**config.mk**
```make
export PLATFORM = sky130hd
export DESIGN_NAME = alu_serial_acc
export DESIGN_NICKNAME = d
export VERILOG_FILES = /design/src/rtl/alu_pkg.sv /design/src/rtl/alu_digit_slice.sv /design/src/rtl/alu_serial_acc.sv
export SDC_FILE = /design/constraint.sdc
export NUM_CORES = 1
export LEC_CHECK = 0
export CAP_MARGIN = 20
export CORE_MARGIN = 1.5
export CORE_UTILIZATION = 33
export CTS_BUF_LIST = sky130_fd_sc_hd__clkbuf_2
export DETAILED_ROUTE_END_ITERATION = 8
export GPL_TIMING_DRIVEN = 0
export HOLD_SLACK_MARGIN = 0.06
export PLACE_DENSITY_LB_ADDON = 0.12
export SLEW_MARGIN = 20
export SYNTH_ARGS = -nofsm -noshare
export SYNTH_HDL_FRONTEND = slang
export SYNTH_SLANG_ARGS = --single-unit
```
**constraint.sdc**
```tcl
create_clock -name clk -period 3.4 [get_ports clk]
set_input_delay 1.02 -clock clk [delete_from_list [all_inputs] [get_ports clk]]
set_output_delay 1.02 -clock clk [all_outputs]
set_load 0.02 [all_outputs]
```
**src/rtl/alu_pkg.sv**
```systemverilog
// Shared types for the digit-serial accumulator ALU.
// Holds the opcode encoding and the FSM state type.
package alu_pkg;

  typedef enum logic [2:0] {
    OP_ADD  = 3'd0,
    OP_SUB  = 3'd1,
    OP_AND  = 3'd2,
    OP_OR   = 3'd3,
    OP_XOR  = 3'd4,
    OP_LOAD = 3'd5,
    OP_CLR  = 3'd6,
    OP_PASS = 3'd7
  } op_t;

  typedef enum logic [1:0] {
    ST_IDLE = 2'd0,
    ST_RUN  = 2'd1,
    ST_DONE = 2'd2
  } state_t;

  function automatic logic is_arith(op_t o);
    return (o == OP_ADD) || (o == OP_SUB);
  endfunction

endpackage

```
**src/rtl/alu_digit_slice.sv**
```systemverilog
// One DIGIT-bit slice of the serial ALU datapath.
// Ripple full-adder chain; b is inverted for SUB.
module alu_digit_slice
  import alu_pkg::*;
#(
  parameter int DIGIT = 2
) (
  input  logic [DIGIT-1:0] a,
  input  logic [DIGIT-1:0] b,
  input  logic             cin,
  input  op_t              op,
  output logic [DIGIT-1:0] res,
  output logic             cout,
  output logic             cmsb
);

  logic [DIGIT-1:0] bx;
  logic [DIGIT-1:0] sum;
  logic [DIGIT:0]   c;

  always_comb begin
    bx   = b ^ {DIGIT{op == OP_SUB}};
    sum  = '0;
    c    = '0;
    c[0] = cin;
    for (int i = 0; i < DIGIT; i++) begin
      sum[i]   = a[i] ^ bx[i] ^ c[i];
      c[i+1]   = (a[i] & bx[i]) |
                 (c[i] & (a[i] ^ bx[i]));
    end
  end

  assign cout = c[DIGIT];
  assign cmsb = c[DIGIT-1];

  always_comb begin
    res = '0;
    unique case (op)
      OP_ADD:  res = sum;
      OP_SUB:  res = sum;
      OP_AND:  res = a & b;
      OP_OR:   res = a | b;
      OP_XOR:  res = a ^ b;
      OP_LOAD: res = b;
      OP_CLR:  res = '0;
      OP_PASS: res = a;
      default: res = '0;
    endcase
  end

endmodule

```
**src/rtl/alu_serial_acc.sv**
```systemverilog
// Digit-serial accumulator ALU, LS digit first.
// Define ALU_SAT_EN to clamp ADD/SUB on signed overflow.
module alu_serial_acc
  import alu_pkg::*;
#(
  parameter int WIDTH = 8,
  parameter int DIGIT = 2
) (
  input  logic             clk,
  input  logic             rst,
  input  logic             in_valid,
  output logic             in_ready,
  input  logic [2:0]       op,
  input  logic [WIDTH-1:0] operand,
  output logic [WIDTH-1:0] acc,
  output logic             out_valid,
  output logic             carry,
  output logic             overflow,
  output logic             zero
);

  localparam int N  = WIDTH / DIGIT;
  localparam int CW = (N > 1) ? $clog2(N) : 1;

  if (WIDTH % DIGIT != 0) begin : g_chk
    $error("WIDTH must be a multiple of DIGIT");
  end

  state_t           state;
  state_t           state_nx;
  logic [CW-1:0]    cnt;
  op_t              op_q;
  logic [WIDTH-1:0] a_sh;
  logic [WIDTH-1:0] b_sh;
  logic [WIDTH-1:0] r_sh;
  logic [WIDTH-1:0] res_full;
  logic [WIDTH-1:0] res_fin;
  logic [DIGIT-1:0] dig;
  logic             cy;
  logic             d_cout;
  logic             d_cmsb;
  logic             accept;
  logic             last;
  logic             arith;
  logic             ovf;

  assign accept = in_valid && in_ready;
  assign last   = (state == ST_RUN) &&
                  (cnt == CW'(N - 1));
  assign arith  = is_arith(op_q);
  assign ovf    = arith && (d_cmsb ^ d_cout);

  alu_digit_slice #(.DIGIT(DIGIT)) u_slice (
    .a    (a_sh[DIGIT-1:0]),
    .b    (b_sh[DIGIT-1:0]),
    .cin  (cy),
    .op   (op_q),
    .res  (dig),
    .cout (d_cout),
    .cmsb (d_cmsb)
  );

  // Final digit lands on top of the already-shifted partials
  assign res_full = (r_sh >> DIGIT) |
                    (WIDTH'(dig) << (WIDTH - DIGIT));

`ifdef ALU_SAT_EN
  // Wrapped MSB set means the true result was positive
  always_comb begin
    res_fin = res_full;
    if (ovf)
      res_fin = res_full[WIDTH-1] ?
                {1'b0, {(WIDTH-1){1'b1}}} :
                {1'b1, {(WIDTH-1){1'b0}}};
  end
`else
  assign res_fin = res_full;
`endif

  always_ff @(posedge clk) begin
    if (rst) state <= ST_IDLE;
    else     state <= state_nx;
  end

  always_comb begin
    state_nx = state;
    unique case (state)
      ST_IDLE: if (accept) state_nx = ST_RUN;
      ST_RUN:  if (last)   state_nx = ST_DONE;
      ST_DONE:             state_nx = ST_IDLE;
      default:             state_nx = ST_IDLE;
    endcase
  end

  always_comb begin
    in_ready  = (state == ST_IDLE);
    out_valid = (state == ST_DONE);
  end

  always_ff @(posedge clk) begin
    if (rst) begin
      cnt      <= '0;
      op_q     <= OP_ADD;
      a_sh     <= '0;
      b_sh     <= '0;
      r_sh     <= '0;
      cy       <= 1'b0;
      acc      <= '0;
      carry    <= 1'b0;
      overflow <= 1'b0;
      zero     <= 1'b0;
    end else if (accept) begin
      cnt  <= '0;
      op_q <= op_t'(op);
      a_sh <= acc;
      b_sh <= operand;
      r_sh <= '0;
      cy   <= (op_t'(op) == OP_SUB);
    end else if (state == ST_RUN) begin
      a_sh <= a_sh >> DIGIT;
      b_sh <= b_sh >> DIGIT;
      r_sh <= res_full;
      cy   <= d_cout;
      if (last) begin
        cnt      <= '0;
        acc      <= res_fin;
        carry    <= arith && d_cout;
        overflow <= ovf;
        zero     <= (res_fin == '0);
      end else begin
        cnt <= cnt + 1'b1;
      end
    end
  end

endmodule

```
Word level (Yosys, flattened, before mapping):

Cells that the tools add are included.

* bits in registers: 43
* input bits: 14
* output and inout bits: 13
* word-level logic and storage cells: 66

* $add $sub $neg: 1
* eq/ne operators: 13
* multiplexer cells: 11
* bitwise logic cells: 17
* reductions and logical operators: 13

Operator list (number)
* $mux W8: 4
* $pmux W2 S7: 1
* $eq A3 B3 Y1 const B: 4
* $logic_not A8 Y1: 1
* $or A6 B8 Y8: 1
* $eq A3 B1 Y1 const B: 2
* $eq A3 B2 Y1 const B: 2
* $mux W2: 3
* $xor A1 B1 Y1: 5
* $and A1 B1 Y1: 4
* $eq A2 B2 Y1 const B: 2
* $logic_and A1 B1 Y1: 4
* $pmux W2 S2: 1
* $reduce_or A2 Y1: 2
* $xor A2 B2 Y2: 2
* $logic_not A3 Y1: 1
* $reduce_and A3 Y1: 1
* $add A2 B1 Y2 const B: 1
* $and A2 B2 Y2: 1
* $eq A2 B1 Y1 const B: 1
* $logic_not A2 Y1: 1
* $mux W1: 2
* $ne A2 B1 Y1 const B: 1
* $ne A2 B2 Y1 const B: 1
* 6 further kinds: 7

Longest topological paths before layout:

Gate-level depths: netlist (run 1).

* word-level depth: 9
* gate-level depth with buffers: 10
* mapped depth without buffers: 9

By module:

From an unflattened synthesis (run 1), not the netlist that was laid out.

* cell total of the unflattened synthesis: 234
* area, all modules: 1905.6 µm²

By module, submodules not included
* alu_serial_acc: instances 1, cells an instance 201, area an instance 1641.6 µm², seq. area each 820.8 µm²
* alu_digit_slice: instances 1, cells an instance 33, area an instance 264.0 µm², seq. area each 0.0 µm²

Worst setup path before layout (run 1):

No wires, ideal clock.

* path type: reg2reg
* start point: reg op_q[2]
* end point: reg r_sh[7]
* library setup time: 0.131 ns
* arrival time: 2.250 ns
* data required time: 3.269 ns
* setup slack: 1.019 ns
* stages on the path, launching flop included: 11
* buffers on the path: 1
* period minus slack after synthesis: 2.381 ns
* cell sequence: dfxtp_1 buf_2 nor2_1 nand2_1 xnor2_1 fa_1 inv_1 fa_1 or3_1 o311ai_0 a21oi_1

* word-level cells in the longest chain between the ends: 8
* elaborated cells between the ends (all ways): 18
* classes of those cells: 7 x eq/ne; 1 x mux; 8 x bitwise; 2 x reduce/logical

Ends and longest elaborated chain
* start, declared: RTL line alu_serial_acc.sv:32 `op_t op_q;`
* start signal, assigned: RTL line alu_serial_acc.sv:114 `op_q <= op_t'(op);`
* $eq A3 B1 Y1: RTL line alu_digit_slice.sv:22, alu_digit_slice.sv:38
* $xor A2 B2 Y2: RTL line alu_digit_slice.sv:22 `bx = b ^ {DIGIT{op == OP_SUB}};`
* $xor A1 B1 Y1: RTL line alu_digit_slice.sv:29 `(c[i] & (a[i] ^ bx[i]));`
* $and A1 B1 Y1: RTL line alu_digit_slice.sv:29
* $or A1 B1 Y1: RTL line alu_digit_slice.sv:28 `c[i+1] = (a[i] & bx[i]) |`
* $xor A1 B1 Y1: RTL line alu_digit_slice.sv:27 `sum[i] = a[i] ^ bx[i] ^ c[i];`
* $pmux W2 S7 *: RTL line alu_digit_slice.sv:38 `unique case (op)`
* $or A6 B8 Y8 *: RTL line alu_serial_acc.sv:64 `assign res_full = (r_sh >> DIGIT) |`
* end signal, assigned: RTL line alu_serial_acc.sv:122 `r_sh <= res_full;`
* end, declared: RTL line alu_serial_acc.sv:35 `logic [WIDTH-1:0] r_sh;`

Mark *: on every way between the ends. The rest lies on a longest branch, timed or not.
A chain may end at the register's enable or synchronous reset.

Worst setup path after layout (run 1):

Ends and elaborated chain as after synthesis.

==> impl_metrics.env, run 1 <==
export IMPL_cp_end_kind="flip-flop"
export IMPL_cts_sinks=41
export IMPL_yosys_area_top_type="dfxtp_1"
export IMPL_clk_path_buf_depth=2
export IMPL_rrSetupSlack_ps=740
export IMPL_core_rowCount=27
export IMPL_p_switching_mw=0.238
export IMPL_p_sw_frac=0.263
export IMPL_finalWeightedCongestion=0.792
export IMPL_syn_inst=227
export IMPL_yosysSeqAreaShare=0.445
export IMPL_drt_initial_drc_count=59
export IMPL_vias=1600
export IMPL_yosysTopAreaCellShare=0.445
export IMPL_rsz0062_at_grt="false"
export IMPL_timing_slew_headroom=0.657
export IMPL_cts_hold_buf=0
export IMPL_coreArea_mm2=0.00544
export IMPL_holdPathEnd="carry$_SDFFE_PP0P_"
export IMPL_critPathKind="reg2reg"
export IMPL_portBuffers=25
export IMPL_fill_cells=578
export IMPL_period_needed_ps=2660
export IMPL_gr_total_overflow=0
export IMPL_cp_start_kind="flip-flop"
export IMPL_vdd_drop_max_mv=0.175
export IMPL_layout_nets=280
export IMPL_setup_violations=0
export IMPL_hpwl_um=3430
export IMPL_power_density_mw_per_mm2=403
export IMPL_drive_above_1_share=0.0769
export IMPL_initial_utilization=0.339
export IMPL_ys_ff_latch=41
export IMPL_timing_rr_start="op_q[2]$_SDFFE_PP0P_"
export IMPL_fp_dieH_um=77.7
export IMPL_status="finished, final reports clean"
export IMPL_finalHoldViolCount=0
export IMPL_most_common_layout_cells="nand2_1, dfxtp_1, a21oi_1"
export IMPL_io_pin_count=27
export IMPL_routed_wl_um=4630
export IMPL_synth_cell_type_count=31
export IMPL_required_ps=3690
export IMPL_async_flop_share=0
export IMPL_final_common_cell="nand2_1"
export IMPL_crit_fanout=9
export IMPL_r2r_cells=10
export IMPL_cts_made_buffers=5
export IMPL_period_share=0.781
export IMPL_finalSetupTns_ps=0
export IMPL_clk_pin_slew_worst_paths_ps=200
export IMPL_hold_class="reg2reg"
export IMPL_fin_skew_ps=8.27
export IMPL_dp_cells=324
export IMPL_wire_per_inst_um=13.9
export IMPL_ys_top_cells_by_area="dfxtp_1, nand2_1, a21oi_1, a22oi_1, ha_1"
export IMPL_synth_edf_count=0
export IMPL_fin_util=0.413
export IMPL_internal_power_mw=0.668
export IMPL_grt_first_pass_wirelength_um=7550
export IMPL_cts_tree="built"
export IMPL_htree_levels=2
export IMPL_die_x_um=77.7
export IMPL_rr_endpoint="r_sh[7]$_SDFFE_PP0P_"
export IMPL_grt_pass1_vias=1564
export IMPL_syn_area_per_cell_um2=8.12
export IMPL_die_area_mm2=0.00604
export IMPL_drtAntennaViolNets=0
export IMPL_grtUsageTotal=0.163
export IMPL_vias_per_cell=4.82
export IMPL_startpoint="op_q[2]$_SDFFE_PP0P_"
export IMPL_synth_area_mm2=0.00184
export IMPL_synth_ff_type="dfxtp_1"
export IMPL_syn_num_nets=248
export IMPL_hold_depth=2
export IMPL_drcViolationCount=0
export IMPL_antenna_found_initial=0
export IMPL_arrival_ps=2950
export IMPL_firstDrtPassIters=4
export IMPL_tightest_slew_ps=515
export IMPL_drv_cap=0
export IMPL_post_cts_resized=0
export IMPL_grt_max_degree=13
export IMPL_insertion_delay_ps=390
export IMPL_area_delta_synth_final_pct=21.9
export IMPL_ys_warn_count=0
export IMPL_max_freq_mhz=376
export IMPL_min_from="carry$_SDFFE_PP0P_"
export IMPL_slew_violations=0
export IMPL_leakagePower_nw=0.813
export IMPL_pwr_share_clk=0.308
export IMPL_whs_ps=470
export IMPL_fin_cells=332
export IMPL_diodes=0
export IMPL_cts_setup_buffers=0
export IMPL_power_frac_comb=0.137
export IMPL_cts_root_buf="clkbuf_2"
export IMPL_power_frac_seq=0.555
layout make-up:
type | count | area [um^2] | share of cell area
clock inverter | 2 | 33.8 | 0.0150
inverter | 6 | 22.5 | 0.0100
sequential | 41 | 821 | 0.365
timing repair buffer | 25 | 250 | 0.111
multi-input combinational | 164 | 922 | 0.410
clock buffer | 6 | 30.0 | 0.0134
tap | 72 | 90.1 | 0.0401
buffer | 16 | 77.6 | 0.0345
layer usage:
metal | track usage | wire length (um) | up-vias
li1 | - | - | 843
met1 | 0.203 | 2150 | 725
met2 | 0.273 | 2190 | 24
met3 | 0.0329 | 213 | 8
met4 | 0.0673 | 77 | 0
met5 | 0 | 0 | -
power by group through the flow:
stage	combinational [mW]	clock (mW)	sequential, mW
5_1_grt	0.140	0.312	0.505
4_1_cts	0.125	0.293	0.503
2_1_floorplan	0.0807	0	0.510
3_3_place_gp	0.124	0	0.512
6_report	0.124	0.280	0.503
3_5_place_dp	0.124	0	0.513
cell families (layout without fill, tap and decap cells):
| kind of cell | after synthesis | count (layout) | synth area share |
|---|---|---|---|
| and+or+nand+nor | 91 | 91 | 0.219 |
| AOI/OAI and AO/OA | 61 | 61 | 0.200 |
| DFF | 41 | 41 | 0.445 |
| muxes | 2 | 2 | 0.0109 |
| buffers and inverters | 22 | 55 | 0.0543 |
| adders and majority gates | 7 | 7 | 0.0557 |
| xor gates and xnor gates | 3 | 3 | 0.0143 |
state kept, by name, indices dropped and copies added (netlist names):
name / flops
a_sh: 8
acc: 8
b_sh: 8
r_sh: 6
op_q: 3
cnt: 2
state: 2
carry: 1
cy: 1
overflow: 1
zero: 1
per-stage QoR:
step	setup slack [ps]	area, um^2	power, mW
final	744	2250	0.906
after global routing	533	2250	0.957
after CTS	711	2250	0.921
after detailed placement	740	2180	0.636
after global placement	752	2180	0.636
after floorplan	1020	1840	0.591
worst max-delay path, stage by stage, from the launching register on:
cell	delay (ps)
dfxtp_1	330
buf_2	160
nor2_1	230
nand2_1	140
xnor2_1	150
fa_1	410
inv_1	90
fa_1	410
or3_1	370
o311ai_0	170
a21oi_1	110
worst max-delay path by stage:
| stage | to | slack (ps) |
|---|---|---|
| after detailed placement | r_sh[7]$_SDFFE_PP0P_ | 740 |
| after global placement | r_sh[7]$_SDFFE_PP0P_ | 750 |
| after global routing | r_sh[7]$_SDFFE_PP0P_ | 530 |
| after floorplan | r_sh[7]$_SDFFE_PP0P_ | 1020 |
| after CTS | out_valid | 710 |
| final | r_sh[7]$_SDFFE_PP0P_ | 740 |
cell usage after synthesis (3+ instances only):
master and n:
ha_1 5, buf_2 8, nand2_1 56, nor2_1 13, clkbuf_1 6, nand3_1 6, dfxtp_1 41, inv_1 6
a22oi_1 12, nand2b_1 3, xnor2_1 3, a21oi_1 39
No activity file was read; power rests on OpenSTA's default activity.
==> inputs of run 2 (changes only) <==
==> constraint.sdc (replaced) <==
create_clock -name clk -period 2.3 [get_ports clk]
set_input_delay 0.69 -clock clk [delete_from_list [all_inputs] [get_ports clk]]
set_output_delay 0.69 -clock clk [all_outputs]
set_load 0.02 [all_outputs]
==> impl_metrics.env, run 2 (same netlist as run 1, synthesis figures left out) <==
export IMPL_core_rowCount=27
export IMPL_fin_util=0.418
export IMPL_drcViolationCount=0
export IMPL_cts_tree="built"
export IMPL_max_freq_mhz=438
export IMPL_clk_pin_slew_worst_paths_ps=210
export IMPL_timing_rr_start="op_q[2]$_SDFFE_PP0P_"
export IMPL_most_common_layout_cells="nand2_1, a21oi_1, dfxtp_1"
export IMPL_grt_pass1_vias=1543
export IMPL_leakagePower_nw=0.841
export IMPL_rrSetupSlack_ps=10
export IMPL_cts_sinks=41
export IMPL_min_from="carry$_SDFFE_PP0P_"
export IMPL_clk_path_buf_depth=2
export IMPL_reg_largest_list="a_sh x8, acc x8, b_sh x8"
export IMPL_hold_class="reg2reg"
export IMPL_required_ps=2570
export IMPL_finalWeightedCongestion=0.770
export IMPL_drtAntennaViolNets=0
export IMPL_crit_family="adder cells"
export IMPL_pre_cts_slack_ps=-186
export IMPL_period_needed_ps=2290
export IMPL_vias_per_cell=4.87
export IMPL_fin_skew_ps=16.6
export IMPL_arrival_ps=2550
export IMPL_path_cells="nor2_4 -> nand2_2 -> xnor2_2 -> fa_2 -> inv_1 -> fa_1 -> or3_4 -> o311ai_1 -> a21oi_1"
export IMPL_wire_per_inst_um=14.3
export IMPL_die_area_mm2=0.00604
export IMPL_cts_hold_buf=0
export IMPL_grt_first_pass_wirelength_um=7750
export IMPL_rsz0062_at_grt="true"
export IMPL_fill_cells=593
export IMPL_diodes=0
export IMPL_vias=1616
export IMPL_power_density_mw_per_mm2=539
export IMPL_status="finished, final reports clean"
export IMPL_routed_wl_um=4760
export IMPL_cts_made_buffers=5
export IMPL_initial_utilization=0.339
export IMPL_tightest_slew_ps=566
export IMPL_cp_end_kind="flip-flop"
export IMPL_coreArea_mm2=0.00544
export IMPL_drv_cap=0
export IMPL_finalHoldViolCount=0
export IMPL_critPathKind="reg2reg"
export IMPL_grt_max_degree=12
export IMPL_die_x_um=77.7
export IMPL_antenna_found_initial=0
export IMPL_final_common_cell="nand2_1"
export IMPL_vdd_drop_max_mv=0.211
export IMPL_io_pin_count=27
export IMPL_crit_buf_inv=1
export IMPL_cts_root_buf="clkbuf_2"
export IMPL_drive_above_1_share=0.115
export IMPL_setup_ws_ps=14.7
export IMPL_insertion_delay_ps=380
export IMPL_crit_fanout=6
export IMPL_r2r_cells=9
export IMPL_cp_start_kind="flip-flop"
export IMPL_layout_nets=282
export IMPL_setup_violations=0
export IMPL_cp_slowest_cell="dfxtp_4"
export IMPL_hpwl_um=3430
export IMPL_placed_area_mm2=0.00219
export IMPL_drt_initial_drc_count=80
export IMPL_area_delta_synth_final_pct=23.5
export IMPL_portBuffers=25
export IMPL_gr_total_overflow=0
export IMPL_timing_slew_headroom=0.623
export IMPL_finalSetupTns_ps=0
export IMPL_hold_depth=2
export IMPL_htree_levels=2
export IMPL_cp_slowest_stage_delay_ps=420
export IMPL_rr_endpoint="r_sh[7]$_SDFFE_PP0P_"
export IMPL_holdPathEnd="carry$_SDFFE_PP0P_"
export IMPL_design_area_mm2=0.00228
export IMPL_fp_dieH_um=77.7
export IMPL_grtUsageTotal=0.166
export IMPL_firstDrtPassIters=4
export IMPL_period_share=0.994
export IMPL_slew_violations=0
[run 2: worst max path at each step]
stage | from | to | slack, ps | depth (start not counted)
detailed placement | op_q[2]$_SDFFE_PP0P_ | r_sh[7]$_SDFFE_PP0P_ | -190 | 10
finish | op_q[2]$_SDFFE_PP0P_ | r_sh[7]$_SDFFE_PP0P_ | 10 | 9
global placement | op_q[2]$_SDFFE_PP0P_ | r_sh[7]$_SDFFE_PP0P_ | -180 | 10
global route | op_q[1]$_SDFFE_PP0P_ | zero$_SDFFE_PP0P_ | -50 | 9
floorplan | op_q[2]$_SDFFE_PP0P_ | r_sh[7]$_SDFFE_PP0P_ | 50 | 10
CTS | op_q[2]$_SDFFE_PP0P_ | acc[7]$_SDFFE_PP0P_ | 8 | 9
[run 2: area by class of cell]
class | instances | area [um^2] | share of cell area
clock inverters | 1 | 5.00 | 0.00220
multi-input cells | 164 | 947 | 0.416
flip-flops and latches | 41 | 831 | 0.365
repair buffers | 30 | 293 | 0.129
well taps | 72 | 90.1 | 0.0396
plain buffers | 13 | 62.6 | 0.0275
clock buffers | 5 | 25.0 | 0.0110
inverters | 6 | 22.5 | 0.00990
[run 2: where the power goes]
| group | switching, mW | leakage [nW] | internal [mW] |
|---|---|---|---|
| Combinational | 0.111 | 0.481 | 0.0821 |
| Sequential | 0.0189 | 0.335 | 0.730 |
| Clock | 0.222 | 0.0247 | 0.0624 |
[run 2: repair_timing]
| action | 4_1_cts | 5_1_grt |
|---|---|---|
| endpoints found under the setup margin | 4 | 5 |
| buffers inserted | 2 | 3 |
| pin swaps | 2 | 0 |
| resized for setup | 7 | 6 |
[run 2: metal layers]
layer  share of wire  vias to the layer above  wire length [um]  GRT usage
li1                -                      842                 -          -
met1            0.51                      756              2410      0.222
met2            0.47                       13              2220      0.271
met3           0.018                        5                87     0.0282
met4          0.0092                        0                44     0.0545
met5               0                        -                 0          0
[run 2: worst register-to-register path: cells and delay by family (launching register included)]
kind	cells	cell delay (ps)
flip-flops	1	420
adder cells (fa/ha/maj)	2	760
AO/OA/AOI/OAI	2	230
buffers and inverters	1	80
XOR/XNOR	1	150
AND/OR/NAND/NOR	3	530
[run 2: per-stage QoR]
step,hold slack (ps),std cells,power (mW)
finish,467,332,1.23
global route,493,332,1.29
CTS,470,330,1.24
detailed placement,448,324,0.944
global placement,443,324,0.943
floorplan,437,227,0.876
